==> config.mk <==
export PLATFORM = sky130hd
export DESIGN_NAME = tiny_control_sequencer
export DESIGN_NICKNAME = d
export VERILOG_FILES = /design/src/rtl/tiny_control_sequencer.sv
export SDC_FILE = /design/constraint.sdc
export NUM_CORES = 1
export LEC_CHECK = 0
export ABC_CLOCK_PERIOD_IN_PS = 1800
export BUFFER_PORTS_ARGS = -buffer_cell sky130_fd_sc_hd__buf_4
export CORE_MARGIN = 3
export CORE_UTILIZATION = 45
export DETAILED_ROUTE_END_ITERATION = 10
export GPL_TIMING_DRIVEN = 0
export PLACE_DENSITY_LB_ADDON = 0.1
export SKIP_CTS_REPAIR_TIMING = 1
export SYNTH_ARGS = -nofsm -noshare
export SYNTH_HDL_FRONTEND = slang
export SYNTH_SLANG_ARGS = --single-unit
export TNS_END_PERCENT = 1
==> constraint.sdc <==
create_clock -name clk -period 1.8 [get_ports clk]
set_clock_uncertainty 0.05 [all_clocks]
set_input_delay 0.36 -clock clk [delete_from_list [all_inputs] [get_ports clk]]
set_output_delay 0.36 -clock clk [all_outputs]
set_load 0.02 [all_outputs]
==> src/rtl/tiny_control_sequencer.sv <==
// tiny_control_sequencer: fetch/decode/execute controller for tiny_processor.
// Owns pc/ir, fetches over req/ack, strobes datapath in EXEC, CALL/RET stack.
//
// Ports:
//   clk, reset (async, active-low)
//   start, start_address          - launch from IDLE
//   imem_req/addr/ack/data        - instruction fetch handshake
//   zero_flag, cb_flag            - datapath flags, sampled in EXEC
//   pc, ir_out, state_out         - architectural / debug state
//   alu_enable, alu_opcode        - ALU strobe and operation
//   reg_write, acc_load, acc_src  - register/accumulator strobes
//   reg_sel                       - register index (ir[3:0])
//   halted, fault                 - sticky terminal states
module tiny_control_sequencer #(
    parameter int PC_WIDTH    = 4,
    parameter int STACK_DEPTH = 2
) (
    input  logic                clk,
    input  logic                reset,
    input  logic                start,
    input  logic [PC_WIDTH-1:0] start_address,
    output logic                imem_req,
    output logic [PC_WIDTH-1:0] imem_addr,
    input  logic                imem_ack,
    input  logic [7:0]          imem_data,
    input  logic                zero_flag,
    input  logic                cb_flag,
    output logic [PC_WIDTH-1:0] pc,
    output logic [7:0]          ir_out,
    output logic                alu_enable,
    output logic [3:0]          alu_opcode,
    output logic                reg_write,
    output logic                acc_load,
    output logic                acc_src,
    output logic [3:0]          reg_sel,
    output logic [2:0]          state_out,
    output logic                halted,
    output logic                fault
);
    localparam int SP_W  = $clog2(STACK_DEPTH + 1);
    localparam int IDX_W = (STACK_DEPTH > 1) ? $clog2(STACK_DEPTH) : 1;
    localparam logic [SP_W-1:0] SP_FULL = SP_W'(STACK_DEPTH);

    typedef enum logic [2:0] {
        S_IDLE   = 3'd0,
        S_FETCH  = 3'd1,
        S_DECODE = 3'd2,
        S_EXEC   = 3'd3,
        S_HALT   = 3'd4,
        S_FAULT  = 3'd5
    } state_t;

    state_t              state, state_nx;
    logic [PC_WIDTH-1:0] pc_nx, pc_inc, operand_pc, ret_pc;
    logic [7:0]          ir, ir_nx;
    logic [SP_W-1:0]     sp, sp_nx, sp_top;
    logic [PC_WIDTH-1:0] stack [STACK_DEPTH];
    logic                push;
    logic [3:0]          op, operand;
    logic                is_alu, in_dec;
    logic                alu_en_nx, reg_wr_nx, acc_ld_nx, acc_src_nx;

    assign op         = ir[7:4];
    assign operand    = ir[3:0];
    assign pc_inc     = pc + PC_WIDTH'(1);
    assign operand_pc = PC_WIDTH'(operand);
    assign sp_top     = sp - SP_W'(1);
    assign ret_pc     = stack[IDX_W'(sp_top)];

    always_comb begin
        state_nx = state;
        pc_nx    = pc;
        ir_nx    = ir;
        sp_nx    = sp;
        push     = 1'b0;
        unique case (state)
            S_IDLE: begin
                if (start) begin
                    pc_nx    = start_address;
                    state_nx = S_FETCH;
                end
            end
            S_FETCH: begin
                if (imem_ack) begin
                    ir_nx    = imem_data;
                    state_nx = S_DECODE;
                end
            end
            S_DECODE: state_nx = S_EXEC;
            S_EXEC: begin
                state_nx = S_FETCH;
                pc_nx    = pc_inc;
                case (op)
                    4'hC: if (zero_flag) pc_nx = operand_pc;
                    4'hD: if (cb_flag) pc_nx = operand_pc;
                    4'hE: begin
                        if (sp == SP_FULL) begin
                            state_nx = S_FAULT;
                            pc_nx    = pc;
                        end else begin
                            push  = 1'b1;
                            sp_nx = sp + SP_W'(1);
                            pc_nx = operand_pc;
                        end
                    end
                    4'hF: begin
                        if (operand == 4'h0) begin
                            if (sp == '0) begin
                                state_nx = S_FAULT;
                                pc_nx    = pc;
                            end else begin
                                pc_nx = ret_pc;
                                sp_nx = sp_top;
                            end
                        end else if (operand == 4'hF) begin
                            state_nx = S_HALT;
                            pc_nx    = pc;
                        end
                    end
                    default: ;
                endcase
            end
            default: ;  // HALT and FAULT hold until reset
        endcase
    end

    // Strobes are registered from DECODE so they are high exactly in EXEC.
    always_comb begin
        is_alu     = (op != 4'h0) && !op[3];
        in_dec     = (state == S_DECODE);
        alu_en_nx  = in_dec && is_alu;
        reg_wr_nx  = in_dec && (op == 4'h8);
        acc_ld_nx  = in_dec && (is_alu || op == 4'h9);
        acc_src_nx = in_dec && (op == 4'h9);
    end

    always_ff @(posedge clk or negedge reset) begin
        if (!reset) begin
            state      <= S_IDLE;
            pc         <= '0;
            ir         <= '0;
            sp         <= '0;
            alu_enable <= 1'b0;
            reg_write  <= 1'b0;
            acc_load   <= 1'b0;
            acc_src    <= 1'b0;
            for (int i = 0; i < STACK_DEPTH; i++) begin
                stack[i] <= '0;
            end
        end else begin
            state      <= state_nx;
            pc         <= pc_nx;
            ir         <= ir_nx;
            sp         <= sp_nx;
            alu_enable <= alu_en_nx;
            reg_write  <= reg_wr_nx;
            acc_load   <= acc_ld_nx;
            acc_src    <= acc_src_nx;
            if (push) begin
                stack[IDX_W'(sp)] <= pc_inc;
            end
        end
    end

    assign imem_req   = (state == S_FETCH);
    assign imem_addr  = pc;
    assign ir_out     = ir;
    assign alu_opcode = op;
    assign reg_sel    = operand;
    assign state_out  = state;
    assign halted     = (state == S_HALT);
    assign fault      = (state == S_FAULT);
endmodule

Yosys cells after proc, flatten, opt, wreduce, memory -nomap -nowiden --
Index checks and enable logic that the tools add are counted.
Storage, ports and cells: bits in registers 29, input port bits 18, output and inout port bits 34, logic and storage cells 88
Operators by class: add/sub/neg operators 3, $lt $le $gt $ge 3, eq/ne operators 21, mux-type cells 30, bitwise operators 2, reduce and logical (&&, ||, !) cells 19
Operators with widths (count):
- 2-to-1 mux 4 bit | 11
- == test 4 bit, second input constant | 7
- 2-to-1 mux 3 bit | 6
- one-hot mux 4 bit (4 select lines) | 1
- one-hot mux 3 bit (4 select lines) | 1
- AND reduction 5 bit | 2
- bitwise mux 8 bit | 1
- inequality test 2 bit, second input constant | 4
- inequality test 4 bit, second input constant | 2
- one-hot mux 4 bit (2 select lines) | 1
- nonzero test 4 bit | 2
- == test 3 x 2 -> 1 bit, second input constant | 2
- == test 3 bit, second input constant | 2
- logical AND 1 bit | 6
- 2-to-1 mux 2 bit | 3
- one-hot mux 3 bit (2 select lines) | 1
- adder 4 x 1 -> 4 bit, second input constant | 1
- demux 4 bit (select 1 bit) | 1
- greater-or-equal comparator 2 bit, second input constant | 2
- zero test 4 bit | 1
- inverter 1 -> 2 bit | 2
- one-hot mux 2 bit (2 select lines) | 1
- nonzero test 2 bit | 2
- == test 3 x 1 -> 1 bit, second input constant | 1
- other kinds (13) | 15

Longest topological paths before layout --
word-level depth 9, mapped depth 7, gate-level depth less buffers 6

Worst setup path before layout --
No wires, ideal clock.
kind reg-to-reg, from register state[1] (netlist: state_out[1]), to register ir[0] (netlist: ir_out[0]), library setup time 0.125 ns, arrival time 1.946 ns, path slack -0.321 ns, stages on the path, launching flop included 6, clock period less this slack 2.121 ns, cells stage by stage dfrtp_1 > buf_2 > nor3b_1 > and2_1 > buf_2 > mux2_2
Between the ends: cells in the longest elaborated chain, start to end 2
RTL lines:
- from (decl) | RTL line 53 | state_t state, state_nx;
- from (signal assigned) | RTL line 151 | state <= state_nx;
- == test 3 x 1 -> 1 bit
- net imem_req | RTL line 22 | output logic imem_req,
- AND reduction 2 bit (no line)
- to (signal assigned) | RTL line 153 | ir <= ir_nx;
- to (decl) | RTL line 55 | logic [7:0] ir, ir_nx;
The timed path passes the listed nets, and every way through them passes these cells. A chain may end at the register's enable or synchronous reset.

Worst setup path after layout --
from register sp[0], to register stack[1] in the netlist's numbering
Between the ends: cells in the longest elaborated chain, start to end 6, elaborated cells on any way between the ends 11, those cells by class order compare (2); eq/ne (1); mux (6); bitwise (1); reduce/logical (1)
RTL lines:
- from (decl) | RTL line 56 | logic [SP_W-1:0] sp, sp_nx, sp_top;
- from (signal assigned) | RTL line 154 | sp <= sp_nx;
- inverter 1 -> 2 bit (implied by the code) | RTL line 160 | stack[IDX_W'(sp)] <= pc_inc;
- greater-or-equal comparator 2 bit (implied by the code) or less-than comparator 2 x 1 -> 1 bit (tied branches) | RTL line 160
- logical AND 1 bit (implied by the code) | RTL line 160
- 2-to-1 mux 4 bit (implied by the code) | RTL line 160
- demux 4 bit (select 1 bit) | RTL line 160
- bitwise mux 8 bit | RTL line 160
- to (signal, indexed assignment) | RTL line 160
- to (decl) | RTL line 57 | logic [PC_WIDTH-1:0] stack [STACK_DEPTH];
Several ways; a longest one is shown, not always the timed one.

==> flow_summary_export.csv <==
group,metric,value,unit
synth,ys.flop_type,"dfrtp_1",
timing,fin_crit_sh,0.989,
detailed_routing,antenna_left,0,
timing,hold_ws,0.204,ns
synth,synth_cell_types,42,
synth,synth-edff-count,0,
timing,setup_viol,0,
synth,yosysWarnings,0,
synth,synth_top_cell_area_share,0.442,
timing,hold_viol,0,
synth,synth_area_leaders,"dfrtp_1 (44%), mux2_2 (12%), buf_4 (5.9%)",
worst_setup_path,start_kind,"register",
worst_setup_path,crit_slowest_cell,"or4_1",
die,ios,52,
detailed_routing,post-route-drc-count,0,
global_route,grt_first_pass_wirelength,6040,µm
power_and_ir_drop,power,4.22,mW
detailed_routing,wire_per_inst,14.3,µm
placement,place_ws,-0.0648,ns
synth,synth_common_cells,"dfrtp_1 (29), mux2_2 (17), buf_4 (13), nand2_1 (10), nor2_1 (7)",
worst_setup_path,critPathMaxFanout,5,
synth,netlist_area,1640,µm²
synth,synth_top_cell_by_area,"dfrtp_1",
run,drv_cap,0,
power_and_ir_drop,p_per_area,1880,nW/µm²
finish,fin_nets,235,
global_route,grt_busiest_layer,"met2",
worst_setup_path,worstSetupEndpointType,"register",
placement,portBuffers,51,
global_route,grt_max_degree,30,
placement,hpwlAfterDp,2780,µm
worst_setup_path,crit_chain,"inv_2 -> ha_2 -> or4_1 -> buf_6 -> mux2_4",
detailed_routing,drt-initial-drc-count,75,
worst_setup_path,slowest_delay,0.53,ns
die,rows,21,
timing,fin_crit,1.78,ns
worst_setup_path,path_delay_family,"simple AND/OR/NAND/NOR gates",
clock_tree,clock_latency,0.33,ns
finish,seqCellArea,732,µm²
worst_setup_path,critical_path_class,"reg2reg",
clock_tree,cts_buffers,5,
global_route,grt_usage,0.183,
timing,max_freq,562,MHz
synth,synthesis.nets,173,
finish,n_antenna_cell,0,
min_path,hp-class,"in2reg",
finish,drive_gt1_frac,0.535,
worst_setup_path,worstPathRequired,1.97,ns
global_route,antenna_found_initial,0,
die,start_util,0.480,
placement,postPlaceCellArea,2100,µm²
die,die-width,66.4,µm
global_route,use_met2,0.301,
worst_setup_path,arrival,1.95,ns
timing,layout_setup_ws,0.0195,ns
clock_tree,root_buffer,"clkbuf_4",
synth,synthCells,152,
finish,finalInstanceArea,2240,µm²
finish,multiInputGateArea,812,µm²
synth,ys_seq_elements,29,
clock_tree,cts.sinks,29,
detailed_routing,vias,1370,
timing,max_slew_margin,0.657,
synth,yosysSeqAreaShare,0.442,
global_route,gr-usage-met1,0.219,
timing,worst_slew_pin_slew,0.511,ns
placement,globalplace.congestion,0.875,
timing,drv_slew,0,
clock_tree,cts_buffer_depth,2,
detailed_routing,viasPerCell,5.25,
die,die_area,4410,µm²
synth,synth_most_common_cell,"dfrtp_1",
detailed_routing,firstDrtPassIters,4,
die,core,3420,µm²
finish,syn2layout_area_growth,36.5,%
timing,rsz0062_at_grt,"yes",
worst_setup_path,path_buf_inv,2,
timing,tns,0,ns
die,fp.dieH,66.4,µm
finish,num-fill-cells,304,
power_and_ir_drop,peakVddDrop,1040,µV
global_route,use_met3,0.0595,
synth,avgSynthCellArea,10.8,µm²
synth,async_flop_share,1.00,
detailed_routing,wl,3740,µm
global_route,grt_overflow_total,0,
power_and_ir_drop,power.leakage,1.09,nW
clock_tree,clkSlewWorstSetupHoldPaths,0.09,ns
outcome,status,"completed",
clock_tree,cts_max_level,2,
global_route,grt_pass1_vias,1296,
clock_tree,cts_tree,"yes",
## layout by cell type, fill, tap and decap left out, types with 3 or more instances in the layout
cell and count:
dfrtp_1 24, mux2_2 17, inv_1 3, xnor2_1 3
dfrtp_2 5, mux2_4 3, a21oi_1 3, nor3_1 5
o21ai_0 4, a22oi_1 3, o211ai_1 3, nand2_1 9
nand3_1 3, buf_2 3, nor2_1 7, clkbuf_4 6
buf_4 67
## cells by family (layout without fill, tap and decap cells)
group | after synthesis | after routing | synth area share
simple gates | 44 | 44 | 0.156
flops | 29 | 29 | 0.442
compound gates | 27 | 27 | 0.114
buf+inv | 23 | 86 | 0.0862
mux | 22 | 22 | 0.156
xor+xnor | 4 | 4 | 0.0214
fa+ha+maj | 3 | 3 | 0.0229
## routing by layer
metal	vias up	share of wire
li1	657	-
met1	664	0.43
met2	43	0.49
met3	6	0.066
met4	0	0.015
met5	-	0
## state kept, by name, indices dropped and copies added, names as in the netlist
name and cells:
acc_load 1, acc_src 1, alu_enable 1, state_out 3
ir_out 8, stack 8, reg_write 1, imem_addr 4
sp 2
## worst register-to-register path: stages, from the launching register on
cell     delay (ns)
dfrtp_2        0.39
inv_2          0.06
ha_2           0.20
or4_1          0.53
buf_6          0.15
mux2_4         0.29
## path summary, 6_finish.rpt
| path | from | slack [ns] | to | depth (start not counted) |
|---|---|---|---|---|
| hold reg to reg | stack[5] | 0.46 | stack[5] | 1 |
| min in group asynchronous | reset | 0.43 | stack[4] | 2 |
| max in group asynchronous | reset | 0.98 | state_out[0] | 2 |
| setup reg to reg | sp[0] | 0.02 | stack[1] | 5 |
| setup / recovery | sp[0] | 0.02 | stack[1] | 5 |
| hold / removal | imem_data[1] | 0.20 | ir_out[1] | 2 |
## area by class of cell
class                           instances  share of cell area
Tap cell                               46              0.0257
Multi-Input combinational cell        100               0.363
Clock inverter                          1             0.00224
Sequential cell                        29               0.327
Inverter                                4             0.00671
Clock buffer                            7              0.0291
Timing Repair Buffer                   56               0.189
Buffer                                 18              0.0576
## through the flow
| stage | utilization | cells |
|---|---|---|
| 2_1_floorplan | - | 152 |
| 3_3_place_gp | 0.616 | 249 |
| 3_5_place_dp | 0.616 | 249 |
| 4_1_cts | 0.636 | 257 |
| 5_1_grt | 0.655 | 261 |
| 6_report | 0.655 | 261 |
## power breakdown
group / leakage, nW / switching [mW] / internal, mW
clock: 0.0413 / 0.229 / 0.226
combinational: 0.681 / 1.26 / 1.24
sequential: 0.366 / 0.349 / 0.922
Note: power is estimated with default switching activity, not from simulation.
